**src/rtl/addr_reg_bank.sv**
```systemverilog
// Address register bank: PC/AR/SP plus general address registers, two combinational read ports,
// SP push/pop sequencer with sticky flags. Optional same-cycle load bypass: ARF_BYPASS_EN.
module addr_reg_bank #(
    parameter int unsigned      WIDTH    = 16,
    parameter int unsigned      NREG     = 4,
    parameter logic [WIDTH-1:0] PC_RESET = '0,
    parameter logic [WIDTH-1:0] SP_RESET = {WIDTH{1'b1}},
    parameter logic [WIDTH-1:0] SP_LIMIT = 16'hFF00
) (
    input  logic                     Clock,
    input  logic                     Reset,
    input  logic [WIDTH-1:0]         I,
    input  logic [NREG-1:0]          RegEn,
    input  logic [2:0]               FunSel,
    input  logic [1:0]               StackOp,
    input  logic [$clog2(NREG)-1:0]  OutCSel,
    input  logic [$clog2(NREG)-1:0]  OutDSel,
    output logic [WIDTH-1:0]         OutC,
    output logic [WIDTH-1:0]         OutD,
    output logic                     SPOverflow,
    output logic                     SPUnderflow
);

    localparam int unsigned SELW   = $clog2(NREG);
    localparam int unsigned HALF   = WIDTH / 2;
    localparam int unsigned PC_IDX = 0;
    localparam int unsigned SP_IDX = 2;

    localparam logic [WIDTH-1:0] ONE = {{(WIDTH-1){1'b0}}, 1'b1};

    localparam logic [2:0] FS_HOLD = 3'b000;
    localparam logic [2:0] FS_CLR  = 3'b001;
    localparam logic [2:0] FS_LOAD = 3'b010;
    localparam logic [2:0] FS_INC  = 3'b011;
    localparam logic [2:0] FS_DEC  = 3'b100;
    localparam logic [2:0] FS_LOW  = 3'b101;
    localparam logic [2:0] FS_HIGH = 3'b110;
    localparam logic [2:0] FS_SEXT = 3'b111;

    localparam logic [1:0] SOP_NONE = 2'b00;
    localparam logic [1:0] SOP_PUSH = 2'b01;
    localparam logic [1:0] SOP_POP  = 2'b10;
    localparam logic [1:0] SOP_CLR  = 2'b11;

    logic [WIDTH-1:0] regs_q [NREG];
    logic [WIDTH-1:0] regs_d [NREG];
    logic             ovf_q;
    logic             ovf_d;
    logic             unf_q;
    logic             unf_d;
    logic             sp_busy_s;
    logic [NREG-1:0]  byp_mask_s;

    // Next value of one register under a FunSel code; half-word ops use the low half of din.
    function automatic logic [WIDTH-1:0] apply_fun(
        input logic [2:0]       fs,
        input logic [WIDTH-1:0] cur,
        input logic [WIDTH-1:0] din
    );
        logic [WIDTH-1:0] r;
        case (fs)
            FS_HOLD: r = cur;
            FS_CLR:  r = '0;
            FS_LOAD: r = din;
            FS_INC:  r = cur + ONE;
            FS_DEC:  r = cur - ONE;
            FS_LOW:  r = {cur[WIDTH-1:HALF], din[HALF-1:0]};
            FS_HIGH: r = {din[HALF-1:0], cur[HALF-1:0]};
            FS_SEXT: r = {{HALF{din[HALF-1]}}, din[HALF-1:0]};
            default: r = cur;
        endcase
        return r;
    endfunction

    // Next-state: FunSel on enabled registers, then the stack sequencer owns SP on push/pop.
    always_comb begin
        regs_d    = regs_q;
        ovf_d     = ovf_q;
        unf_d     = unf_q;
        sp_busy_s = (StackOp == SOP_PUSH) || (StackOp == SOP_POP);
        for (int k = 0; k < int'(NREG); k++) begin
            if (RegEn[k] && !((k == int'(SP_IDX)) && sp_busy_s)) begin
                regs_d[k] = apply_fun(FunSel, regs_q[k], I);
            end else begin
                regs_d[k] = regs_q[k];
            end
        end
        case (StackOp)
            SOP_NONE: begin
                ovf_d = ovf_q;
            end
            SOP_PUSH: begin
                if (regs_q[SP_IDX] != SP_LIMIT) begin
                    regs_d[SP_IDX] = regs_q[SP_IDX] - ONE;
                end else begin
                    ovf_d = 1'b1;
                end
            end
            SOP_POP: begin
                if (regs_q[SP_IDX] != SP_RESET) begin
                    regs_d[SP_IDX] = regs_q[SP_IDX] + ONE;
                end else begin
                    unf_d = 1'b1;
                end
            end
            SOP_CLR: begin
                ovf_d = 1'b0;
                unf_d = 1'b0;
            end
            default: begin
                ovf_d = ovf_q;
            end
        endcase
    end

    // State registers; reset overrides every operation in the same cycle.
    always_ff @(posedge Clock) begin
        if (Reset) begin
            for (int k = 0; k < int'(NREG); k++) begin
                regs_q[k] <= '0;
            end
            regs_q[PC_IDX] <= PC_RESET;
            regs_q[SP_IDX] <= SP_RESET;
            ovf_q          <= 1'b0;
            unf_q          <= 1'b0;
        end else begin
            regs_q <= regs_d;
            ovf_q  <= ovf_d;
            unf_q  <= unf_d;
        end
    end

`ifdef ARF_BYPASS_EN
    // Registers being loaded this cycle forward I straight to the read ports.
    always_comb begin
        if (!Reset && (FunSel == FS_LOAD)) begin
            byp_mask_s = RegEn;
        end else begin
            byp_mask_s = '0;
        end
    end
`else
    // No forwarding: ports always reflect registered state.
    always_comb begin
        byp_mask_s = '0;
    end
`endif

    // Read muxes; selects beyond the register count read as zero.
    always_comb begin
        OutC = '0;
        OutD = '0;
        for (int k = 0; k < int'(NREG); k++) begin
            OutC = (OutCSel == SELW'(k)) ? (byp_mask_s[k] ? I : regs_q[k]) : OutC;
            OutD = (OutDSel == SELW'(k)) ? (byp_mask_s[k] ? I : regs_q[k]) : OutD;
        end
    end

    assign SPOverflow  = ovf_q;
    assign SPUnderflow = unf_q;

endmodule
```
**config.mk**
```make
export PLATFORM = sky130hd
export DESIGN_NAME = addr_reg_bank
export DESIGN_NICKNAME = d
export VERILOG_FILES = /design/src/rtl/addr_reg_bank.sv
export SDC_FILE = /design/constraint.sdc
export NUM_CORES = 1
export LEC_CHECK = 0
export CAP_MARGIN = 40
export CELL_PAD_IN_SITES_DETAIL_PLACEMENT = 0
export CELL_PAD_IN_SITES_GLOBAL_PLACEMENT = 1
export CORE_MARGIN = 2
export CORE_UTILIZATION = 40
export CTS_CLUSTER_DIAMETER = 150
export DETAILED_ROUTE_END_ITERATION = 10
export PLACE_DENSITY = 0.89
export SETUP_SLACK_MARGIN = 0.3
export SLEW_MARGIN = 15
export SYNTH_ARGS = -nofsm -noshare
export SYNTH_HDL_FRONTEND = slang
export SYNTH_SLANG_ARGS = --single-unit
```
**constraint.sdc**
```tcl
create_clock -name Clock -period 5.6 [get_ports Clock]
set_input_delay 1.12 -clock Clock [delete_from_list [all_inputs] [get_ports Clock]]
set_output_delay 1.12 -clock Clock [all_outputs]
set_load 0.05 [all_outputs]
```
==> flow_summary.ini <==
[pwr]
pwr-share-clk = 0.335
seq_power_share = 0.316
peakVddDrop_uv = 151
p_comb_frac = 0.350
power_per_cell_area_nw_per_um2 = 239
internal_power_mw = 1.18
swShare = 0.375
p_sw_mw = 0.706
p_leak_nw = 3.04

[job]
drv_cap = 0

[place]
dpl_cell_area_sq_um = 7550
port_buffers = 64
dp_cells = 1087
place_congestion = 0.919
hpwl_um = 17000

[clock_tree]
cts_made_buffers = 9
clock_latency_ns = 0.35
postCtsSetupRepairBufs = 0
cts_sinks = 66
root_buffer = clkbuf_16
cts_tree = built
cts.repair.resized = 0
h-tree-depth = 3
clkTransAtPathRegs_ns = 0.06
cts_max_path_buffers = 2
cts.hold.buffers_added = 0

[timing]
fin_setup_tns_ns = 0
rsz0062_at_grt = no
setup_viol = 0
hold_viol_final = 0
min_period_ns = 4.47
clock.fmax_ghz = 0.224
post-route-period-util = 0.797
slew-limit-headroom = 0.400
fin_skew_ns = 0.00447
tightest_slew_ns = 0.897
slew_violations = 0

[drt]
route.detailed.drc = 0
viasPerCell = 6.34
ant_nets = 0
drt-initial-drc-count = 813
wirelength_um = 22600
vias = 6990
routedWlPerCell_um = 20.5
drtPass1Iterations = 5

[layout]
syn2layout_area_growth_pct = 17.4
drive_gt1_frac = 0.0883
fin_cells = 1103
final_nets = 960
diodes = 0
final_common_cell = nand2_1
nFillCells = 1640
layout.cells.most_common_list = 100 x nand2_1, 73 x o21ai_0, 66 x dfxtp_1
fin_area_sq_um = 7870

[worst_setup_path]
slowest_stage = clkdlybuf4s50_1
path_max_fanout = 12
critPathRequiredTime_ns = 4.48
cp.arrival_ns = 3.35
setup.worst_path.end_class = primary output
cp_common_cell = clkdlybuf4s50_1
crit_path_max_incr_delay_ns = 0.90
start_kind = input port
rrSetupSlack_ns = 2.85
path_class = input port to primary output
path_cells = clkdlybuf4s50_1 -> mux4_2 -> clkdlybuf4s50_1

[yosys]
synth-edff-count = 0
synth_top_area_frac = 0.197
synthCells = 843
synth_area_leaders = dfxtp_1 20%, mux4_2 11%, ha_1 9.0%
ys_seq_area_frac = 0.197
synthDistinctLibCells = 73
syn_nets = 925
synth_seq_cells = 66
async_flop_share = 0
synth_area_leader_cell = dfxtp_1
synth.avg_cell_area_sq_um = 7.95
yosys_warnings = 0
synth_flop_cell = dfxtp_1
syn_area_sq_um = 6700

[min_path]
holdCritPathClass = register to register

[floorplanning]
die_height_um = 133
die-width_um = 133
rows = 47
initial_utilization = 0.407
pin_count = 65
core-area_sq_um = 16500
die_area_sq_um = 17800

[global_route]
grt_usage = 0.257
grt_pass1_vias = 6570
antenna_found_initial = 0
grt-ovfl-total = 0
grt_max_degree = 28
grt_pass1_wl_um = 35900

[outcome]
status = finished, final reports clean
==> state kept, by name, summed over array words and instances, names as in the netlist <==
signal / cells
SPOverflow: 1
SPUnderflow: 1
regs_q: 64
==> per-stage QoR <==
stage               hold slack (ns)  utilization  setup WS [ns]  power, mW
floorplan                     0.463            -          0.327       1.05
global placement              0.474        0.455           1.05       1.24
detailed placement            0.483        0.458           1.01       1.25
CTS                           0.495        0.478           1.12       1.88
global route                  0.532        0.478           1.05       1.96
finish                        0.489        0.478           1.13       1.88
==> worst max-delay path: cells and delay by family <==
family                 cells  cell delay (ns)
muxes                      1             0.59
buffers and inverters      2             1.62
==> worst paths after layout <==
| path | to | startpoint | cells after the start |
|---|---|---|---|
| max reg2reg | regs_q[26] | regs_q[17] | 8 |
| max | OutD[12] | OutDSel[0] | 3 |
| min reg2reg | SPOverflow | SPOverflow | 2 |
| min | SPOverflow | SPOverflow | 2 |
==> final cells by class <==
class | instances | area, sq um | share of cell area
multi-input combinational | 698 | 5070 | 0.645
timing repair buffer | 82 | 796 | 0.101
inverter | 21 | 80.1 | 0.0102
sequential | 66 | 1320 | 0.168
clock inverter | 5 | 77.6 | 0.00986
clock buffer | 11 | 243 | 0.0309
tap | 220 | 275 | 0.0350
==> cells by family (layout without fill, tap and decap cells) <==
logic type,Yosys count,after routing,synth area share
and+or+nand+nor,256,256,0.176
adders and majority gates,51,51,0.0985
buffers and inverters,79,119,0.0459
AOI/OAI and AO/OA,298,298,0.293
xor gates and xnor gates,50,50,0.0653
DFF,66,66,0.197
muxes,43,43,0.124
==> per-layer routing <==
| metal | GRT usage | vias to the layer above | routed length (um) |
|---|---|---|---|
| met2 | 0.420 | 314 | 10800 |
| met5 | 0 | - | 0 |
| met1 | 0.339 | 3344 | 9580 |
| li1 | - | 3285 | - |
| met4 | 0.115 | 0 | 657 |
| met3 | 0.0358 | 47 | 1560 |
==> Yosys cell counts, drive strengths merged (6+ instances only) <==
cell type,instances
xnor2,29
o211ai,9
a211oi,8
o21ai,84
ha,48
or3,8
clkbuf,44
a221oi,6
nand4,11
inv,18
nand2,100
a21o,13
and2,7
nor2b,11
a31oi,19
nand2b,8
nor3,12
a21oi,58
a31o,6
a311oi,7
a22oi,15
nand3,18
xor2,21
mux4,32
dfxtp,66
nor2,65
o22ai,10
buf,14
o21a,6
o221ai,21
mux2i,10
==> power groups by stage <==
stage          clock network, mW  logic (mW)  registers, mW
2_1_floorplan                  0       0.503          0.545
3_3_place_gp                   0       0.642          0.598
3_5_place_dp                   0       0.649          0.600
4_1_cts                    0.632       0.653          0.590
5_1_grt                    0.652       0.708          0.600
6_report                   0.630       0.658          0.594
Note: power is estimated with default switching activity, not from simulation.
